`config.mk`:
```
export PLATFORM = sky130hd
export DESIGN_NAME = keypad_sel_fifo
export DESIGN_NICKNAME = d
export VERILOG_FILES = /design/src/rtl/kp_pkg.sv /design/src/rtl/kp_sync_fifo.sv /design/src/rtl/keypad_sel_fifo.sv
export SDC_FILE = /design/constraint.sdc
export NUM_CORES = 1
export LEC_CHECK = 0
export ABC_AREA = 1
export BUFFER_PORTS_ARGS = -buffer_cell sky130_fd_sc_hd__clkbuf_2
export CAP_MARGIN = 20
export CORE_UTILIZATION = 40
export DETAILED_ROUTE_END_ITERATION = 10
export PLACE_DENSITY = 0.63
export SYNTH_ARGS = -nofsm -noshare
export SYNTH_HDL_FRONTEND = slang
export SYNTH_SLANG_ARGS = --single-unit
```
`constraint.sdc`:
```
create_clock -name clk -period 2.7 [get_ports clk]
set_input_delay 0.54 -clock clk [delete_from_list [all_inputs] [get_ports clk]]
set_output_delay 0.54 -clock clk [all_outputs]
set_load 0.005 [all_outputs]
```
`src/rtl/kp_pkg.sv`:
```
// -----------------------------------------------------------------------------
// kp_pkg
//   Shared constants and types for the keypad selector FIFO.
//   Contents:
//     KP_WIDTH      default bits per channel value
//     KP_NCH        default number of keypad channels (0-9, star, sharp)
//     KP_SEL_W      default key code width
//     KP_DEPTH      default FIFO depth
//     KP_KEY_STAR   key code of the star key
//     KP_KEY_SHARP  key code of the sharp key
//     kp_entry_t    one queued event at default widths: {code, value}
// -----------------------------------------------------------------------------
package kp_pkg;

    localparam int KP_WIDTH = 4;
    localparam int KP_NCH   = 12;
    localparam int KP_SEL_W = 4;
    localparam int KP_DEPTH = 4;

    localparam logic [KP_SEL_W-1:0] KP_KEY_STAR  = 4'd10;
    localparam logic [KP_SEL_W-1:0] KP_KEY_SHARP = 4'd11;

    typedef struct packed {
        logic [KP_SEL_W-1:0] code;
        logic [KP_WIDTH-1:0] value;
    } kp_entry_t;

endpackage : kp_pkg

```
`src/rtl/kp_sync_fifo.sv`:
```
// -----------------------------------------------------------------------------
// kp_sync_fifo
//   Single-clock FIFO with a registered head. Full/empty is decided by the
//   occupancy counter only; pointers wrap modulo DEPTH.
//   Ports:
//     clk        in   system clock, rising edge
//     rst        in   synchronous active-high reset
//     push_i     in   write request (dropped when full and no pop)
//     pop_i      in   consumer ready; ignored while empty
//     wr_data_i  in   EW-bit entry to write
//     rd_valid_o out  head is valid (count != 0)
//     rd_data_o  out  head entry; holds last popped entry when empty
//     count_o    out  occupancy, 0..DEPTH
//     full_o     out  count == DEPTH
// -----------------------------------------------------------------------------
module kp_sync_fifo #(
    parameter int EW    = 8,
    parameter int DEPTH = 4
) (
    input  logic                     clk,
    input  logic                     rst,
    input  logic                     push_i,
    input  logic                     pop_i,
    input  logic [EW-1:0]            wr_data_i,
    output logic                     rd_valid_o,
    output logic [EW-1:0]            rd_data_o,
    output logic [$clog2(DEPTH):0]   count_o,
    output logic                     full_o
);

    localparam int PW = $clog2(DEPTH);
    localparam int CW = PW + 1;

    logic [EW-1:0] mem_q [DEPTH];
    logic [PW-1:0] wr_ptr_q, wr_ptr_d;
    logic [PW-1:0] rd_ptr_q, rd_ptr_d;
    logic [CW-1:0] count_q, count_d;
    logic [EW-1:0] head_q, head_d;

    logic empty;
    logic full;
    logic do_pop;
    logic do_push;

    always_comb begin
        empty    = (count_q == '0);
        full     = (count_q == CW'(DEPTH));
        do_pop   = pop_i && !empty;
        // A pop in the same cycle frees the slot, so a push into a full FIFO
        // is still accepted then.
        do_push  = push_i && (!full || do_pop);

        wr_ptr_d = do_push ? wr_ptr_q + PW'(1) : wr_ptr_q;
        rd_ptr_d = do_pop  ? rd_ptr_q + PW'(1) : rd_ptr_q;

        count_d  = count_q;
        if (do_push && !do_pop) begin
            count_d = count_q + CW'(1);
        end else if (!do_push && do_pop) begin
            count_d = count_q - CW'(1);
        end

        // The head register tracks mem[rd_ptr] after this edge. If that slot
        // is the one being written right now, take the incoming data. When
        // the FIFO becomes empty the head keeps the entry just popped.
        head_d = head_q;
        if (count_d != '0) begin
            if (do_push && (wr_ptr_q == rd_ptr_d)) begin
                head_d = wr_data_i;
            end else begin
                head_d = mem_q[rd_ptr_d];
            end
        end
    end

    always_ff @(posedge clk) begin
        if (rst) begin
            wr_ptr_q <= '0;
            rd_ptr_q <= '0;
            count_q  <= '0;
            head_q   <= '0;
        end else begin
            wr_ptr_q <= wr_ptr_d;
            rd_ptr_q <= rd_ptr_d;
            count_q  <= count_d;
            head_q   <= head_d;
        end
    end

    // Storage is not reset; the pointers and count define what is valid.
    always_ff @(posedge clk) begin
        if (!rst && do_push) begin
            mem_q[wr_ptr_q] <= wr_data_i;
        end
    end

    assign rd_valid_o = !empty;
    assign rd_data_o  = head_q;
    assign count_o    = count_q;
    assign full_o     = full;

endmodule : kp_sync_fifo

```
`src/rtl/keypad_sel_fifo.sv`:
```
// -----------------------------------------------------------------------------
// keypad_sel_fifo
//   Registered keypad value selector. On each sel_valid strobe the channel
//   addressed by sel_code is picked from the flat d_in bus and queued with its
//   code; the queue drains over a valid/ready port.
//   Ports:
//     clk        in   system clock, rising edge
//     rst        in   synchronous active-high reset, wins over all events
//     sel_valid  in   key event strobe, one cycle per event
//     sel_code   in   channel index of the event
//     d_in       in   flat channel bus, channel k = d_in[k*WIDTH +: WIDTH]
//     out_valid  out  head entry valid
//     out_ready  in   consumer accepts head this cycle
//     out_data   out  head value
//     out_code   out  head key code
//     count      out  FIFO occupancy, 0..DEPTH
//     err_code   out  1-cycle pulse: previous event had sel_code >= NCH
//     overflow   out  1-cycle pulse: previous valid event dropped (full)
//
//   Handshake: the head transfers on a rising edge where out_valid and
//   out_ready are both 1; out_valid never depends on out_ready, out_ready
//   while out_valid=0 is ignored, and the head holds stable until it
//   transfers. The next entry is presented in the following cycle.
// -----------------------------------------------------------------------------
module keypad_sel_fifo
    import kp_pkg::*;
#(
    parameter int WIDTH = KP_WIDTH,
    parameter int NCH   = KP_NCH,
    parameter int SEL_W = KP_SEL_W,   // 2**SEL_W must be >= NCH
    parameter int DEPTH = KP_DEPTH    // power of two, >= 2
) (
    input  logic                    clk,
    input  logic                    rst,
    input  logic                    sel_valid,
    input  logic [SEL_W-1:0]        sel_code,
    input  logic [NCH*WIDTH-1:0]    d_in,
    output logic                    out_valid,
    input  logic                    out_ready,
    output logic [WIDTH-1:0]        out_data,
    output logic [SEL_W-1:0]        out_code,
    output logic [$clog2(DEPTH):0]  count,
    output logic                    err_code,
    output logic                    overflow
);

    localparam int EW = SEL_W + WIDTH;

    logic             code_ok;
    logic             push;
    logic             pop;
    logic             fifo_full;
    logic [WIDTH-1:0] sel_value;
    logic [EW-1:0]    head;

    logic err_q, err_d;
    logic ovf_q, ovf_d;

    // Unsigned range check done at 32 bits so NCH == 2**SEL_W also works.
    assign code_ok = ({{(32-SEL_W){1'b0}}, sel_code} < 32'(NCH));

    // Explicit mux rather than a variable part-select, so an out-of-range
    // code never indexes past the end of d_in.
    always_comb begin
        sel_value = '0;
        for (int k = 0; k < NCH; k++) begin
            if (sel_code == SEL_W'(k)) begin
                sel_value = d_in[k*WIDTH +: WIDTH];
            end
        end
    end

    assign push = sel_valid && code_ok;
    assign pop  = out_valid && out_ready;

    always_comb begin
        err_d = sel_valid && !code_ok;
        // A bad code never reports overflow; a full FIFO only drops the event
        // when nothing is popped in the same cycle.
        ovf_d = push && fifo_full && !pop;
    end

    always_ff @(posedge clk) begin
        if (rst) begin
            err_q <= 1'b0;
            ovf_q <= 1'b0;
        end else begin
            err_q <= err_d;
            ovf_q <= ovf_d;
        end
    end

    kp_sync_fifo #(
        .EW    (EW),
        .DEPTH (DEPTH)
    ) u_fifo (
        .clk        (clk),
        .rst        (rst),
        .push_i     (push),
        .pop_i      (out_ready),
        .wr_data_i  ({sel_code, sel_value}),
        .rd_valid_o (out_valid),
        .rd_data_o  (head),
        .count_o    (count),
        .full_o     (fifo_full)
    );

    assign out_code = head[EW-1:WIDTH];
    assign out_data = head[WIDTH-1:0];
    assign err_code = err_q;
    assign overflow = ovf_q;

endmodule : keypad_sel_fifo

```
; After elaboration in Yosys (flattened, before gate mapping)
; Memories as Yosys holds them, arrays and structs flattened. A register that Yosys moved wholly into a read port is not among the register bits.
; Cells that the tools add are included.
[word_totals]
register_bits = 9
mem_bits_rw = 32
input_bits = 56
output_inout_bits = 14
mem_count = 1
[classes]
n_addsub = 4
magnitude_cmp = 1
n_eq_ne = 12
muxes = 17
n_reduce_logical = 19
[memory_table]
columns = name, depth, word_bits, rd, rd_ports_with_merged_regs, write_ports, line_no
row1 = u_fifo.mem_q, 4, 8, 1, 1, 1, kp_sync_fifo.sv:34  ; logic [EW-1:0] mem_q [DEPTH];
[op_table]
columns = operator, count
row1 = 2-to-1 mux 4 bit, 12
row2 = "equality test 4 x 3 -> 1 bit, second input constant", 4
row3 = "equality test 4 bit, second input constant", 4
row4 = logical AND 1 bit, 9
row5 = "equality test 4 x 2 -> 1 bit, second input constant", 2
row6 = logical NOT 1 bit, 6
row7 = 2-to-1 mux 3 bit, 2
row8 = "adder 2 x 1 -> 2 bit, second input constant", 2
row9 = "equality test 4 x 1 -> 1 bit, second input constant", 1
row10 = logical NOT 4 bit, 1
row11 = "< comparator 4 bit, second input constant", 1
row12 = "adder 3 x 1 -> 3 bit, second input constant", 1
row13 = "equality test 3 bit, second input constant", 1
row14 = logical NOT 3 bit, 1
row15 = nonzero test 3 bit, 1
row16 = "subtractor 3 x 1 -> 3 bit, second input constant", 1
row17 = 2-to-1 mux 1 bit, 2
row18 = 2-to-1 mux 2 bit, 1
row19 = logical OR 1 bit, 1

; Depth between registers and ports, before layout
; Gate-level depths: netlist of run 1.
[logic_depth]
word_depth = 13
mapped_depth = 16
depth_no_buf = 15

; Cells and area by module
; Synthesis of run 1 repeated with hierarchy kept, for this count alone.
[unflattened]
hier_cells = 385
area_unflattened_um2 = 2999.1
[by_module_without_submodules]
columns = mod, n_inst, cells_per_inst, area_each_um2, seq_area_each_um2
row1 = kp_sync_fifo, 1, 257, 2383.5, 1261.2
row2 = keypad_sel_fifo, 1, 128, 615.6, 40.0

; Worst setup path after synthesis of run 1
; No wires, ideal clock.
[synth_timing]
path_type = register to register
start = register u_fifo.count_q[0], in the netlist u_fifo.count_o[0]
end = register u_fifo.head_q[1], in the netlist u_fifo.rd_data_o[1], read port of u_fifo.mem_q
setup_ps = 135
t_arrival_ps = 1824
t_required_ps = 2565
slack_ps = 742
stages_incl_launch_ff = 16
path_buffers = 1
path_cell_list = dfxtp_1 -> inv_1 -> ha_1 -> nand2_4 -> nand2_2 -> nor2_2 -> nand2_1 -> o211ai_1 -> o21ai_0 -> nor2_1 -> nand2_2 -> buf_6 -> nand2_1 -> inv_1 -> nand2_1 -> a21oi_2
[synth_via]
elab_chain_cells = 10
word_cells_on_any_way = 17
cone_classes = add/sub (2) / eq/ne (1) / mux (3) / reduce/logical (11)
[synth_rtl]
columns = element, line_no
row1 = start: declaration, kp_sync_fifo.sv:37  ; logic [CW-1:0] count_q, count_d;
row2 = start signal: assignment, kp_sync_fifo.sv:85  ; count_q <= count_d;
row3 = logical NOT 3 bit (*), kp_sync_fifo.sv:46  ; empty = (count_q == '0);
row4 = logical NOT 1 bit (*), --
row5 = net out_valid, keypad_sel_fifo.sv:38  ; output logic out_valid,
row6 = logical AND 1 bit (*), kp_sync_fifo.sv:48  ; do_pop = pop_i && !empty;
row7 = logical OR 1 bit, kp_sync_fifo.sv:51  ; do_push = push_i && (!full || do_pop);
row8 = logical AND 1 bit, kp_sync_fifo.sv:51
row9 = logical NOT 1 bit, kp_sync_fifo.sv:59  ; end else if (!do_push && do_pop) begin
row10 = logical AND 1 bit, kp_sync_fifo.sv:59
row11 = 2-to-1 mux 3 bit, kp_sync_fifo.sv:59
row12 = 2-to-1 mux 3 bit, kp_sync_fifo.sv:57  ; if (do_push && !do_pop) begin
row13 = nonzero test 3 bit, kp_sync_fifo.sv:67  ; if (count_d != '0) begin
row14 = end: declaration, kp_sync_fifo.sv:38  ; logic [EW-1:0] head_q, head_d;
; Mark *: on every way through the listed nets, which the timed path passes. The rest lies on a longest branch.
; A chain may end at the register's enable or synchronous reset.

; Worst setup path after layout of run 1
[layout_timing]
start = register u_fifo.count_q[0], in the netlist u_fifo.count_o[0]
end = register u_fifo.head_q[1], in the netlist u_fifo.rd_data_o[1], read port of u_fifo.mem_q
[layout_via]
elab_chain_cells = 10
word_cells_on_any_way = 17
cone_classes = add/sub (2) / eq/ne (1) / mux (3) / reduce/logical (11)
[layout_rtl]
columns = element, line_no
row1 = logical NOT 3 bit, kp_sync_fifo.sv:46
row2 = logical NOT 1 bit, kp_sync_fifo.sv:48
row3 = logical AND 1 bit, kp_sync_fifo.sv:48
row4 = logical OR 1 bit, kp_sync_fifo.sv:51
row5 = logical AND 1 bit, kp_sync_fifo.sv:51
row6 = logical NOT 1 bit, kp_sync_fifo.sv:59
row7 = logical AND 1 bit, kp_sync_fifo.sv:59
row8 = 2-to-1 mux 3 bit, kp_sync_fifo.sv:59
row9 = 2-to-1 mux 3 bit, kp_sync_fifo.sv:57
row10 = nonzero test 3 bit, kp_sync_fifo.sv:67
; Parallel ways exist; a longest one is shown, timed or not.

==> run metrics, run 1 <==
Seq cells post-synth 49; RD Place Congestion 0.876; FF-to-FF path depth 14; CTS buffer count 5; Final Skew 12.0 ps; dominant synthesized flop cell edfxtp_1; Boundary Pins 70; worst hold stages 2; Starting Density 41.8%; outcome finished with violations; Hold WS 482 ps; Root Driver clkbuf_8; final setup vio count 0; port bufs 69; RR Startpoint u_fifo.count_o[0]; Post-synth ARST share 0%; Fmax 421 MHz; critical-path maximum fanout 8; Max Cap Viol 0; Max-slew headroom 61.9%; DRC errors left 6; count of TritonRoute iterations in the first routing pass 8; area growth from synthesis to layout 20.5%; Final min period 2370 ps; failing checks design-rule violations; Worst Path Arrival 2600 ps; Final Hold Fails 0; GRT Resource Usage Total 20.3%; area of the core 0.00642 mm^2; actual slew at the worst max-slew pin 570 ps; syn_nets 397; pin count of the biggest net entering global routing 17; fin util 50.3%; endpoint class of the critical path flip-flop; sequential element share of the synthesized area 48.5%; total congestion overflow 0; post-cts sizing count 0; Leak 1.50 nW; Final Power 2.63 mW; # hold bufs at CTS 0; Final #Nets 475; Clock Latency Late Sink 300 ps; Post-synth EDFFs 32; die area 0.00704 mm^2; DRT antenna net count 0; Placed Cells 482; syn_area_per_cell 8.04 um^2; clk sink count 49; post-synthesis cell type count 31; fin cells 490; largest cells by area after synthesis edfxtp_1, dfxtp_1, nand2_1; worst hold path class flip-flop to flip-flop; share of layout cells above drive strength 1 27.1%; setup_tns 0 ps; Startpoint Class flip-flop; synthesized cell area 0.00268 mm^2; Core Rows 29; WP data required 2930 ps; Pwr Density 814 mW/mm^2; routed wire length 6630 um; Initial DRC Count 152; first-pass GRT wire length 11400 um; H-tree Lvls 2; design area 0.00323 mm^2; Synth Area in XOR/XNOR 1.86%; min-delay src u_fifo.rd_data_o[3]; clock slew at reported path FFs 90 ps; Worst R2R End u_fifo.rd_data_o[1]; vias 2468; Cells after Synth 334; vias in the first global route 2457; hpwl dp 5130 um; mux share of post-synthesis cell area 0%; main combinational cell family by area after synthesis simple AND/OR/NAND/NOR gates; WL per Instance 13.5 um; fin. max-slew vios 0; Slowest-stage cell, CP dfxtp_1; Hold EP u_fifo.rd_data_o[3]; r2r setup slk 330 ps; Max VDD drop 0.454 mV; die height 83.9 um; crit-path cells inv_1 -> ha_1 -> nand2_4 -> nand3_1 -> xor2_1 -> buf_4 -> inv_1 -> nand3_1 -> nand2_1 -> nand2_1 -> nand2_1 -> inv_1 -> nand2_1 -> a21oi_2; Post-Place Worst Slack 336 ps; Synth Area in Adders 3.26%; CP peak stage delay 440 ps; chip width 83.9 um; Antenna diodes 0; CTS tree built; post-synthesis compound-gate area fraction 8.11%; biggest area consumer among synthesized cells edfxtp_1; Post-Synth Simple-Gate Area 30.3%; initial antenna violation count 0; CP most frequent cell nand2_1; CTS max path bufs 2; Post-CTS Setup Bufs 0; DP Area 0.00314 mm^2; fin crit share 87.9%; setup ws final 327 ps; top cells by count, synth nand2_1, nor2_1, inv_1; vias per cell 5.04; WS Path Type flip-flop to flip-flop; top-count cell post-synth nand2_1; Yosys top cell area share 35.8%; RSZ-0062 raised after global routing no; Synth Warn # 0
[layer usage]
layer  share of wire, %  global-route usage (%)
met1                 47                    26.5
met2                 46                    34.6
met3                5.2                    3.07
met4                1.7                    6.43
met5                  0                       0
[registers in the layout (all words and copies together) (netlist names)]
signal and cells:
u_fifo.mem_q 32, u_fifo.rd_data_o 8, u_fifo.count_o 3, u_fifo.rd_ptr_q 2
u_fifo.wr_ptr_q 2, err_code 1, overflow 1
[cell usage in the layout (no fill, tap or decap), types with 2 or more instances in the layout]
cell type / n
o21ai_0: 15
edfxtp_1: 32
clkbuf_2: 69
clkbuf_8: 5
dfxtp_1: 17
nand2_2: 6
xor2_2: 2
nor2_1: 46
inv_2: 4
a21oi_1: 3
ha_1: 7
inv_1: 38
buf_4: 8
or2_2: 2
nand2_1: 90
nand2_4: 2
nor2_2: 2
a31oi_1: 4
nor3_1: 2
nand4_1: 8
a21oi_2: 6
clkinv_1: 2
nand3_1: 27
o21ai_2: 2
o22ai_1: 4
xor2_1: 2
[critical path, delay by kind of cell, from the launching register on]
| kind | cells | cell delay [ps] |
|---|---|---|
| xor+xnor | 1 | 410 |
| fa+ha+maj | 1 | 250 |
| compound gates | 1 | 100 |
| buf+inv | 4 | 510 |
| flops | 1 | 440 |
| simple gates | 7 | 600 |
[worst max-delay path by stage]
stage / startpoint / end / slack [ps] / cells past startpoint
floorplan: u_fifo.count_o[0] / u_fifo.rd_data_o[1] / 740 / 15
global placement: u_fifo.count_o[0] / u_fifo.rd_data_o[1] / 330 / 14
detailed placement: sel_code[2] / u_fifo.mem_q[1][0] / 340 / 9
CTS: u_fifo.count_o[0] / u_fifo.rd_data_o[1] / 310 / 14
global route: u_fifo.count_o[0] / u_fifo.rd_data_o[1] / 100 / 14
finish: u_fifo.count_o[0] / u_fifo.rd_data_o[1] / 330 / 14
[cells by family (layout without fill, tap and decap cells)]
group | after synthesis | count (layout)
buf+inv | 51 | 130
fa+ha+maj | 7 | 7
xor+xnor | 4 | 4
flops | 49 | 49
simple gates | 188 | 188
compound gates | 35 | 35
[report_power, final]
part / total [mW] / internal (mW) / switching, mW
combinational: 1.23 / 0.436 / 0.792
clock: 0.431 / 0.185 / 0.246
sequential: 0.973 / 0.906 / 0.0673
[cell type report]
type | instances | area, um^2
clock buffers | 6 | 72.6
well taps | 77 | 96.3
inverters | 45 | 171
multi-input cells | 234 | 1170
repair buffers | 77 | 405
flip-flops and latches | 49 | 1300
clock inverters | 2 | 16.3
fillers | 633 | 3190
Power figures use the tool's default switching activity.
==> inputs of run 2 (changes only) <==
--- a/config.mk
+++ b/config.mk
@@ -10,7 +10,7 @@
 export CAP_MARGIN = 20
 export CORE_UTILIZATION = 40
 export DETAILED_ROUTE_END_ITERATION = 10
-export PLACE_DENSITY = 0.63
+export PLACE_DENSITY = 0.62
 export SYNTH_ARGS = -nofsm -noshare
 export SYNTH_HDL_FRONTEND = slang
 export SYNTH_SLANG_ARGS = --single-unit
==> run 2 against run 1 <==
The run still ends with design-rule violations left; register-to-register slack improved by 40 ps; total power increased by 0.73%; die area unchanged; cell count decreased by 0.41%; final area decreased by 0.19%; first-iteration DRC count increased by 5.9%; worst setup slack improved by 43 ps; critical path depth decreased by 3; flip-flop and latch count unchanged; global-route usage decreased by 0.28 points; via count decreased by 2.3%; core utilization decreased by 0.097 points; critical endpoint is now u_fifo.rd_data_o[4]; highest routed layer unchanged.
==> run metrics, run 2 (synthesized netlist as in run 1, its figures left out) <==
Worst setup startpoint u_fifo.count_o[0]; RR Startpoint u_fifo.count_o[0]; worst hold path class flip-flop to flip-flop; FF-to-FF path depth 11 (-3); Worst Path Arrival 2560 ps (-40 ps); Final Hold Fails 0 (unchanged); total congestion overflow 0 (unchanged); DRT antenna net count 0 (unchanged); area of the core 0.00642 mm^2 (unchanged); first-pass GRT wire length 11000 um (-3.1%); Fmax 429 MHz (+1.9%); critical-path maximum fanout 10 (+2); crit-path cells inv_1 -> ha_1 -> nand2_4 -> nand3_1 -> xor2_1 -> buf_4 -> inv_1 -> o21ai_0 -> o22ai_1 -> nand2_1 -> a31oi_1; DP Area 0.00313 mm^2 (-0.48%); Slowest-stage cell, CP dfxtp_1; port bufs 69 (unchanged); H-tree Lvls 2 (unchanged); Critical path buffers and inverters 3 (-1); Final Skew 8.47 ps (-3.54 ps); commonest non-fill, non-tap cell in the layout nand2_1; setup_tns 0 ps (unchanged); DRC errors left 5 (-1); Leak 1.50 nW (about the same); number of flip-flops under the largest register name 32 (unchanged); RD Place Congestion 0.836 (-4.6%); Worst R2R End u_fifo.rd_data_o[4]; Final min period 2330 ps (-43.3 ps); design area 0.00323 mm^2 (-0.19%); commonest cells after routing, fill and taps aside nand2_1, clkbuf_2, nor2_1; CP most frequent cell inv_1; hpwl dp 5040 um (-1.7%); Hold WS 485 ps (+2.19 ps); Root Driver clkbuf_8; Final #Nets 473 (-0.42%); WS Path Type flip-flop to flip-flop; setup ws final 370 ps (+43.3 ps); CTS buffer count 5 (unchanged); Clock Latency Late Sink 320 ps (+20 ps); fin util 50.2% (-0.097 points); Core Rows 29 (unchanged); final setup vio count 0 (unchanged); vias per cell 4.94 (-1.9%); failing checks design-rule violations; crit-path leading delay family compound AO/OA/AOI/OAI gates; vias 2411 (-2.3%); post-cts sizing count 0 (unchanged); clk sink count 49 (unchanged); die height 83.9 um (unchanged); Starting Density 41.8% (unchanged); initial antenna violation count 0 (unchanged); Max VDD drop 0.347 mV (-24%); WP depth 11 (-3); r2r setup slk 370 ps (+40 ps); Boundary Pins 70 (unchanged); fin. max-slew vios 0 (unchanged); GRT Resource Usage Total 20.1% (-0.28 points); routed wire length 6580 um (-0.78%); die area 0.00704 mm^2 (unchanged); Pwr Density 822 mW/mm^2 (+0.93%); area growth from synthesis to layout 20.2%; actual slew at the worst max-slew pin 559 ps (-10.5 ps); pin count of the biggest net entering global routing 19 (+2); WP data required 2930 ps (about the same); count of TritonRoute iterations in the first routing pass 8 (unchanged); Max-slew headroom 62.4% (+0.55 points); CTS max path bufs 2 (unchanged); Max Cap Viol 0 (unchanged); chip width 83.9 um (unchanged); share of layout cells above drive strength 1 27.0% (-0.11 points); Biggest register u_fifo.mem_q; Fillers 627 (-0.95%); Antenna diodes 0 (unchanged); # hold bufs at CTS 0 (unchanged); Setup crit end u_fifo.rd_data_o[4]; WL per Instance 13.5 um (-0.38%); Startpoint Class flip-flop; CTS tree built; clock slew at reported path FFs 90 ps (about the same); Post-CTS Setup Bufs 0 (unchanged); Initial DRC Count 161 (+5.9%); CP peak stage delay 440 ps (about the same); Post-Place Worst Slack 379 ps (+42.8 ps); outcome finished with violations; vias in the first global route 2207 (-10%); RSZ-0062 raised after global routing no; endpoint class of the critical path flip-flop; fin crit share 86.3% (-1.6 points)
run 2: stage by stage:
stage | std cells | power, mW
3_5_place_dp | 480 | 2.19
2_1_floorplan | 334 | 1.88
4_1_cts | 488 | 2.66
6_report | 488 | 2.65
5_1_grt | 488 | 2.88
3_3_place_gp | 480 | 2.19
run 2: tightest hold or removal path: stages, from the launching register on:
cell and delay (ps):
dfxtp_1 320, nand2_1 80, a21oi_2 50
run 2: worst min path at each step:
stage / start / endpoint / cells past startpoint
after CTS: u_fifo.rd_data_o[1] / u_fifo.rd_data_o[1] / 2
after floorplan: u_fifo.rd_data_o[0] / u_fifo.rd_data_o[0] / 2
final: u_fifo.rd_data_o[1] / u_fifo.rd_data_o[1] / 2
after global routing: sel_valid / err_code / 3
after detailed placement: u_fifo.rd_data_o[2] / u_fifo.rd_data_o[2] / 2
after global placement: u_fifo.rd_data_o[2] / u_fifo.rd_data_o[2] / 2
run 2: routing by layer:
layer / GRT usage (%) / up-vias / wire (um)
li1: - / 1237 / -
met1: 28.3 / 1069 / 3110
met2: 31.4 / 97 / 2970
met3: 3.86 / 8 / 424
met4: 5.64 / 0 / 77
met5: 0 / - / 0
run 2: report_power, final:
group / internal (mW) / total (mW) / switching [mW]
Combinational: 0.426 / 1.21 / 0.779
Sequential: 0.906 / 0.972 / 0.0663
Clock: 0.196 / 0.473 / 0.278
run 2: layout make-up:
type / instances / area, um^2 / share of cell area (%)
clock buffers: 5 / 68.8 / 2.13
clock inverters: 3 / 28.8 / 0.892
inverters: 45 / 171 / 5.31
multi-input cells: 234 / 1170 / 36.3
flip-flops and latches: 49 / 1300 / 40.3
well taps: 77 / 96.3 / 2.99
repair buffers: 75 / 390 / 12.1
